### src/rtl/sprite_pkg.sv
// Shared sizes, palette type and FSM states for the sprite blitter.
package sprite_pkg;
   localparam int unsigned SPR_W      = 50;
   localparam int unsigned SPR_H      = 50;
   localparam int unsigned FB_W       = 640;
   localparam int unsigned FB_H       = 480;
   localparam int unsigned DATA_WIDTH = 3;
   localparam int unsigned ROM_ADDR_W = 12;
   localparam int unsigned FB_ADDR_W  = 19;
   localparam int unsigned SPR_N      = SPR_W * SPR_H;

   typedef logic [DATA_WIDTH-1:0] pal_idx_t;

   localparam pal_idx_t TRANSPARENT = '0;

   typedef enum logic [1:0] {IDLE, RUN, FLUSH, DONE} blit_state_t;
endpackage

### src/rtl/sprite_blitter_if.sv
// Control, sprite-ROM read and frame-buffer write signals of the blitter.
interface sprite_blitter_if
   import sprite_pkg::*;
();
   logic                  start;
   logic [9:0]            x0;
   logic [9:0]            y0;
   logic                  busy;
   logic                  done;
   logic [ROM_ADDR_W-1:0] rom_addr;
   pal_idx_t              rom_data;
   logic [FB_ADDR_W-1:0]  fb_addr;
   pal_idx_t              fb_data;
   logic                  fb_we;

   modport master (
      output start, x0, y0, rom_data,
      input  busy, done, rom_addr, fb_addr, fb_data, fb_we
   );

   modport slave (
      input  start, x0, y0, rom_data,
      output busy, done, rom_addr, fb_addr, fb_data, fb_we
   );
endinterface

### src/rtl/sprite_addr_gen.sv
// Running-counter address generator: ROM index, sprite column/row and frame-buffer address.
module sprite_addr_gen
   import sprite_pkg::*;
(
   input  logic                  Clk,
   input  logic                  Reset,
   input  logic                  i_clear,
   input  logic                  i_advance,
   input  logic [9:0]            i_x0,
   input  logic [9:0]            i_y0,
   output logic [ROM_ADDR_W-1:0] o_rom_addr,
   output logic [FB_ADDR_W-1:0]  o_fb_addr,
   output logic                  o_in_bounds,
   output logic                  o_last
);
   localparam int unsigned SxW = $clog2(SPR_W);
   localparam int unsigned SyW = $clog2(SPR_H);

   logic [SxW-1:0]        r_sx;
   logic [SyW-1:0]        r_sy;
   logic [ROM_ADDR_W-1:0] r_k;
   logic [20:0]           r_row_base;
   logic [9:0]            r_x0;
   logic [9:0]            r_y0;
   logic [10:0]           w_col;
   logic [10:0]           w_row;
   logic [20:0]           w_addr_full;

   always_ff @(posedge Clk) begin
      if (!Reset) begin
         r_sx       <= '0;
         r_sy       <= '0;
         r_k        <= '0;
         r_row_base <= '0;
         r_x0       <= '0;
         r_y0       <= '0;
      end else if (i_clear) begin
         r_x0       <= i_x0;
         r_y0       <= i_y0;
         r_sx       <= '0;
         r_sy       <= '0;
         r_k        <= '0;
         r_row_base <= 21'(i_y0) * 21'(FB_W);
      end else if (i_advance) begin
         r_k <= r_k + 1'b1;
         if (r_sx == SxW'(SPR_W - 1)) begin
            r_sx       <= '0;
            r_sy       <= r_sy + 1'b1;
            r_row_base <= r_row_base + 21'(FB_W);
         end else begin
            r_sx <= r_sx + 1'b1;
         end
      end
   end

   // 11-bit sums so a sprite hanging past column/row 1023 still clips correctly.
   assign w_col       = {1'b0, r_x0} + 11'(r_sx);
   assign w_row       = {1'b0, r_y0} + 11'(r_sy);
   assign w_addr_full = r_row_base + 21'(r_x0) + 21'(r_sx);

   assign o_rom_addr  = r_k;
   assign o_fb_addr   = w_addr_full[FB_ADDR_W-1:0];
   assign o_in_bounds = (w_col < 11'(FB_W)) && (w_row < 11'(FB_H));
   assign o_last      = (r_k == ROM_ADDR_W'(SPR_N - 1));
endmodule

### src/rtl/sprite_blitter.sv
// Sprite blitter top: IDLE/RUN/FLUSH/DONE sequencer and the registered frame-buffer write stage.
module sprite_blitter
   import sprite_pkg::*;
(
   input  logic             Clk,
   input  logic             Reset,
   sprite_blitter_if.slave  bus
);
   blit_state_t          r_state;
   blit_state_t          w_state_next;
   logic                 w_clear;
   logic                 w_advance;
   logic                 w_in_bounds;
   logic                 w_last;
   logic                 w_wr;
   logic [FB_ADDR_W-1:0] w_gen_addr;
   logic                 r_fb_we;
   logic [FB_ADDR_W-1:0] r_fb_addr;
   pal_idx_t             r_fb_data;

   sprite_addr_gen u_addr_gen (
      .Clk         (Clk),
      .Reset       (Reset),
      .i_clear     (w_clear),
      .i_advance   (w_advance),
      .i_x0        (bus.x0),
      .i_y0        (bus.y0),
      .o_rom_addr  (bus.rom_addr),
      .o_fb_addr   (w_gen_addr),
      .o_in_bounds (w_in_bounds),
      .o_last      (w_last)
   );

   always_ff @(posedge Clk) begin
      if (!Reset) r_state <= IDLE;
      else        r_state <= w_state_next;
   end

   always_comb begin
      w_state_next = r_state;
      w_clear      = 1'b0;
      w_advance    = 1'b0;
      case (r_state)
         IDLE: begin
            if (bus.start) begin
               w_clear      = 1'b1;
               w_state_next = RUN;
            end
         end
         RUN: begin
            w_advance = 1'b1;
            if (w_last) w_state_next = FLUSH;
         end
         FLUSH:   w_state_next = DONE;
         DONE:    w_state_next = IDLE;
         default: w_state_next = IDLE;
      endcase
   end

   // Write stage is one cycle behind rom_addr; address/data hold while not writing.
   assign w_wr = (r_state == RUN) && w_in_bounds && (bus.rom_data != TRANSPARENT);

   always_ff @(posedge Clk) begin
      if (!Reset) begin
         r_fb_we   <= 1'b0;
         r_fb_addr <= '0;
         r_fb_data <= '0;
      end else begin
         r_fb_we <= w_wr;
         if (w_wr) begin
            r_fb_addr <= w_gen_addr;
            r_fb_data <= bus.rom_data;
         end
      end
   end

   assign bus.busy    = (r_state == RUN) || (r_state == FLUSH);
   assign bus.done    = (r_state == DONE);
   assign bus.fb_we   = r_fb_we;
   assign bus.fb_addr = r_fb_addr;
   assign bus.fb_data = r_fb_data;
endmodule

### src/flat_wrapper.sv
// flat-port wrapper written by rule: the top's interface ports become plain ports
module sprite_blitter_flat import sprite_pkg::*;
  (Clk, Reset, bus_start, bus_x0, bus_y0, bus_rom_data, bus_busy, bus_done, bus_rom_addr, bus_fb_addr, bus_fb_data, bus_fb_we);
  sprite_blitter_if bus_i ();
  input  logic Clk;
  input  logic Reset;
  input wire logic [$bits(bus_i.start)-1:0] bus_start;
  input wire logic [$bits(bus_i.x0)-1:0] bus_x0;
  input wire logic [$bits(bus_i.y0)-1:0] bus_y0;
  input wire logic [$bits(bus_i.rom_data)-1:0] bus_rom_data;
  output wire logic [$bits(bus_i.busy)-1:0] bus_busy;
  output wire logic [$bits(bus_i.done)-1:0] bus_done;
  output wire logic [$bits(bus_i.rom_addr)-1:0] bus_rom_addr;
  output wire logic [$bits(bus_i.fb_addr)-1:0] bus_fb_addr;
  output wire logic [$bits(bus_i.fb_data)-1:0] bus_fb_data;
  output wire logic [$bits(bus_i.fb_we)-1:0] bus_fb_we;
  assign bus_i.start = bus_start;
  assign bus_i.x0 = bus_x0;
  assign bus_i.y0 = bus_y0;
  assign bus_i.rom_data = bus_rom_data;
  assign bus_busy = bus_i.busy;
  assign bus_done = bus_i.done;
  assign bus_rom_addr = bus_i.rom_addr;
  assign bus_fb_addr = bus_i.fb_addr;
  assign bus_fb_data = bus_i.fb_data;
  assign bus_fb_we = bus_i.fb_we;
  sprite_blitter u_core (.Clk(Clk), .Reset(Reset), .bus(bus_i));
endmodule
### config.mk
export PLATFORM = sky130hd
export DESIGN_NAME = sprite_blitter_flat
export DESIGN_NICKNAME = d
export VERILOG_FILES = /design/src/rtl/sprite_pkg.sv /design/src/rtl/sprite_blitter_if.sv /design/src/rtl/sprite_addr_gen.sv /design/src/rtl/sprite_blitter.sv /design/src/flat_wrapper.sv
export SDC_FILE = /design/constraint.sdc
export NUM_CORES = 1
export LEC_CHECK = 0
export BUFFER_PORTS_ARGS = -buffer_cell sky130_fd_sc_hd__buf_2
export CAP_MARGIN = 15
export CORE_MARGIN = 5
export CORE_UTILIZATION = 55
export CTS_CLUSTER_SIZE = 8
export DETAILED_ROUTE_END_ITERATION = 16
export PLACE_DENSITY = 0.81
export SYNTH_ARGS = -nofsm -noshare
export SYNTH_HDL_FRONTEND = slang
export SYNTH_SLANG_ARGS = --single-unit
### constraint.sdc
create_clock -name Clk -period 4.9 [get_ports Clk]
set_input_delay 0.49 -clock Clk [delete_from_list [all_inputs] [get_ports Clk]]
set_output_delay 0.49 -clock Clk [all_outputs]
set_load 0.005 [all_outputs]
# Yosys cells after proc, flatten, opt, wreduce, memory -nomap -nowiden
# Cells that the tools add are included.
word_totals:
  word_cells: 52
  input_bits: 26
  regBits: 90
  output_inout_bits: 37
classes:
  n_addsub: 8
  mul: 1
  order_cmp: 2
  n_eq_ne: 7
  reduce_logical: 12
  mux: 10
  n_bitwise: 1
ops:
  columns: ["op", "n"]
  rows:
  - ["$mux W20", 3]
  - ["$add A10 B6 Y11", 2]
  - ["$add A21 B10 Y21 const B", 1]
  - ["$add A19 B10 Y19", 1]
  - ["$add A19 B6 Y19", 1]
  - ["$mul A10 B3 Y13 const B", 1]
  - ["$add A12 B1 Y12 const B", 1]
  - ["$add A6 B1 Y6 const B", 2]
  - ["$eq A12 B12 Y1 const B", 1]
  - ["$lt A11 B10 Y1 const B", 1]
  - ["$lt A11 B9 Y1 const B", 1]
  - ["$pmux W2 S4", 1]
  - ["$eq A6 B6 Y1 const B", 1]
  - ["$mux W6", 1]
  - ["$reduce_and A2 Y1", 3]
  - ["$eq A2 B2 Y1 const B", 2]
  - ["$mux W2", 2]
  - ["$ne A2 B2 Y1 const B", 2]
  - ["$reduce_bool A2 Y1", 2]
  - ["$logic_and A1 B1 Y1", 3]
  - ["$mux W1", 3]
  - ["$reduce_bool A3 Y1", 1]
  - ["$eq A2 B1 Y1 const B", 1]
  - ["$logic_not A2 Y1", 1]
  - ["3 further kinds", 3]

# Depth between registers and ports, before layout
logic_depth:
  depth_word: 5
  depth_mapped: 11
  depth_no_buf: 9

# Cells and area by module
# A second synthesis with hierarchy kept.
hier_totals:
  hier_cells: 515
  hier_area_um2: 4578.1
modules_own_cells:
  columns: ["mod", "instances", "seq_area_each_um2", "area_each_um2", "cells_each"]
  rows:
  - ["sprite_addr_gen", 1, 1121.1, 3560.9, 398]
  - ["sprite_blitter", 1, 500.5, 1017.2, 117]

# Worst setup path after synthesis
# Ideal clock, no wire load.
synth_path:
  path_type: "reg-to-reg"
  start: "register u_core.u_addr_gen.r_sx[0]"
  end: "register u_core.r_fb_addr[13], in the netlist u_core.bus.fb_addr[13]"
  path_slack_ps: 2359
  arrival_ps: 2450
  setup_time_ps: 91
  period_less_slack_ps: 2541
  path_stages_with_launch: 12
  cell_sequence: "dfxtp_1 > ha_1 > inv_1 > fa_1 > nor2b_1 > o2111a_1 > nor2_1 > o221a_2 > buf_2 > and3_1 > buf_4 > a311oi_1"
synth_between:
  elab_chain_len: 5
synth_lines:
  columns: ["element", "line", "rtl"]
  rows:
  - ["start, declared", "sprite_addr_gen.sv:19", "logic [SxW-1:0] r_sx;"]
  - ["start signal, assigned", "sprite_addr_gen.sv:51", "r_sx <= r_sx + 1'b1;"]
  - ["$add A10 B6 Y11", "sprite_addr_gen.sv:57", "assign w_col = {1'b0, r_x0} + 11'(r_sx);"]
  - ["$lt A11 B10 Y1", "sprite_addr_gen.sv:63", "assign o_in_bounds = (w_col < 11'(FB_W)) && (w_row < 11'(FB_H));"]
  - ["$logic_and A1 B1 Y1", "sprite_addr_gen.sv:63", null]
  - ["$logic_and A1 B1 Y1 (2 in series)", "sprite_blitter.sv:61", "assign w_wr = (r_state == RUN) && w_in_bounds && (bus.rom_data != TRANSPARENT);"]
  - ["end signal, assigned", "sprite_blitter.sv:71", "r_fb_addr <= w_gen_addr;"]
  - ["end, declared", "sprite_blitter.sv:18", "logic [FB_ADDR_W-1:0] r_fb_addr;"]
# Several ways; a longest one is shown, not always the timed one.
# A chain may end at the register's enable or synchronous reset.

# Final worst setup path
layout_path:
  start: "register u_core.u_addr_gen.r_sx[0]"
  end: "register u_core.r_fb_addr[15], in the netlist u_core.bus.fb_addr[15]"
# Same word-level chain as after synthesis.

==> impl_metrics.toml <==
[cells_and_area]
layout-drive-gt1-share_pct = 14.10
antenna_cells = 0
multi_input_area_um2 = 2880
stdcell_count = 715
fin_nets = 673
syn2layout_area_growth_pct = 11.99
seq_area_um2 = 1622
final_common_cell = "nand2_1"
final_cell_mix = "97 x nand2_1, 81 x dfxtp_1, 62 x buf_2, 49 x nor2_1, 40 x ha_1"
num-fill-cells = 717

[power_and_ir_drop]
ir_drop_v = 0.0002214
power_density_nw_per_um2 = 416.6
power_leakage_nw = 2.201

[clocking]
cts_sinks = 81
insertion_delay_ps = 360
numCtsBuffers = 9
htreeDepth = 3
cts.hold.buffers_added = 0
clkTransAtPathRegs_ps = 90
postCtsSetupBuffers = 0
cts_tree = "built"
clockRootBuffer = "clkbuf_8"
cts.path.max_buffers = 2
cts.repair.resized = 0

[setup_path]
path_cells = "ha_1 -> inv_1 -> fa_1 -> nor2b_1 -> o2111a_1 -> nor2_1 -> o221a_2 -> and3_1 -> a211oi_1"
crit_type = "reg2reg"
slowest_stage = "dfxtp_1"
worstPathRequired_ps = 5160
r2r_slack_ps = 1990
reg2reg_to = "u_core.bus.fb_addr[15]"
worstPathMaxFanout = 11
reg2regPathDepth = 9
r2r_start = "u_core.u_addr_gen.r_sx[0]"
worstPathArrival_ps = 3170
slowest_delay_ps = 450
cp-end-kind = "flop"
critPathLaunchType = "flop"

[global_route]
grt_start_max_net_pins = 38
globalRouteOverflowTotal = 0
first_global_vias = 4039
grt_pass1_wl_um = 18780
antenna_found_initial = 0
grt_usage_pct = 22.39

[route]
ant_nets = 0
finalWirelength_um = 11230
drt_iter0_markers = 251
drc = 0
routed_via_density = 5.866
wl_per_cell_um = 15.70
vias = 4194
first_pass_iters = 5

[placed_design]
routabilityCongestion = 0.9250
dp_hpwl_um = 8354
dp_slack_ps = 2049
dpl.cell_count = 699
io_buffers = 62

[logic_synthesis]
syn-cell-area_um2 = 4643
synth_top_family_by_area = "simple AND/OR/NAND/NOR gates"
ys_ff_latch = 81
synth_edf_count = 0
yosysWarnings = 0
synth_compound_area_share_pct = 17.30
synth_area_leaders = "dfxtp_1 35%, ha_1 11%, nand2_1 7.8%"
avgSynthCellArea_um2 = 8.381
synthSimpleGateAreaFrac_pct = 20.94
synthXorXnorAreaFrac_pct = 8.488
mappedNetlistNets = 622
ys.flop_type = "dfxtp_1"
synth_top_cell_by_area = "dfxtp_1"
ys_types = 53
synthArstFlopShare_pct = 0
post-synth-top-area-fraction_pct = 34.92
seq_area_frac_synth_pct = 34.92
synthMuxAreaShare_pct = 3.665
netlist_instances = 554
synthAdderAreaFrac_pct = 11.64

[min_path]
min_path_type = "in2reg"
holdPathEnd = "u_core.u_addr_gen.r_x0[5]"
min_from = "bus_x0[5]"
holdPathStages = 3

[sta]
setup_viol = 0
fmax_mhz = 344.0
drv_slew = 0
finalCriticalPeriod_ps = 2907
whs_ps = 359.2
slew_headroom_pct = 28.75
tns_ps = 0
finalHoldViolCount = 0
finClkSkew_ps = 9.144
worst_slew_pin_slew_ps = 1054
period_share_pct = 59.32
grt_setup_unrepaired = "false"
fin_ws_ps = 1993

[die]
die_h_um = 101.9
placementRows = 33
die_area_um2 = 10380
die_w_um = 101.9
initial_utilization_pct = 56.51
coreArea_um2 = 8217
io_pins = 63

[run]
cap_violations = 0

[run_status]
status = "complete, no violations"
report_power, final:
part | switching, mW | internal [mW]
registers | 0.129 | 0.787
logic | 0.431 | 0.314
clock network | 0.256 | 0.250
total | 0.816 | 1.35
cells in the mapped netlist, types with 4 or more instances:
cell / n
buf_1: 5
nor2_1: 49
and4_1: 4
mux2i_1: 17
o21a_1: 6
xnor2_1: 18
inv_1: 10
ha_1: 40
nand2_1: 97
a21oi_1: 37
a211oi_1: 17
nand3_1: 11
a21o_1: 5
a31oi_1: 9
a311oi_1: 6
clkbuf_1: 15
xor2_1: 27
dfxtp_1: 81
nand4_1: 12
nor3_1: 8
o21ai_0: 23
or3_1: 6
and3_1: 5
stage by stage:
stage	utilization [%]	area [µm²]	power (mW)
floorplan	-	4643	1.452
global placement	60.80	4996	1.628
detailed placement	60.80	4996	1.661
CTS	63.29	5200	2.171
global route	63.29	5200	2.300
finish	63.29	5200	2.166
critical path, delay by kind of cell (launching register included):
| family | cells | cell delay [ps] |
|---|---|---|
| AO/OA/AOI/OAI | 3 | 960 |
| flip-flops | 1 | 450 |
| AND/OR/NAND/NOR | 3 | 690 |
| buffers and inverters | 1 | 70 |
| adder cells (fa/ha/maj) | 2 | 640 |
logic make-up after synthesis:
| kind of cell | count (synthesis) |
|---|---|
| AND/OR/NAND/NOR | 212 |
| AO/OA/AOI/OAI | 123 |
| flip-flops | 81 |
| XOR/XNOR | 45 |
| adder cells (fa/ha/maj) | 42 |
| buffers and inverters | 34 |
| multiplexers | 17 |
metal layers:
metal  wire [µm]  track usage [%]
met5           0                0
met1        5022            29.20
met3         743            3.959
met4         255            8.375
met2        5204            37.22
state kept, by name (all words and copies together), names as in the netlist:
signal and cells:
u_core.bus.fb_addr 19, u_core.bus.fb_we 1, u_core.u_addr_gen.o_rom_addr 12, u_core.u_addr_gen.r_x0 10, u_core.u_addr_gen.r_y0 10, u_core.r_state 2
u_core.u_addr_gen.r_sy 6, u_core.u_addr_gen.r_sx 6, u_core.bus.fb_data 3, u_core.u_addr_gen.r_row_base 12
layout make-up:
| cell class | count | area share (%) |
|---|---|---|
| sequential | 81 | 31.18 |
| tap | 105 | 2.526 |
| multi-input combinational | 439 | 55.39 |
| inverter | 10 | 0.7218 |
| clock inverter | 6 | 1.275 |
| clock buffer | 10 | 2.647 |
| timing repair buffer | 64 | 6.256 |
how the worst max path moves through the flow:
stage,startpoint,endpoint,slack [ps],cells past startpoint
6_report,u_core.u_addr_gen.r_sx[0],u_core.bus.fb_addr[15],1990,9
3_3_place_gp,u_core.u_addr_gen.r_sx[0],u_core.bus.fb_addr[13],2160,9
5_1_grt,u_core.r_state[1],u_core.u_addr_gen.r_row_base[12],1760,7
3_5_place_dp,u_core.u_addr_gen.r_sx[0],u_core.bus.fb_addr[15],2050,9
2_1_floorplan,u_core.u_addr_gen.r_sx[0],u_core.bus.fb_addr[13],2360,11
4_1_cts,u_core.u_addr_gen.r_sx[0],u_core.bus.fb_addr[15],2040,9
Note: power is estimated with default switching activity, not from simulation.
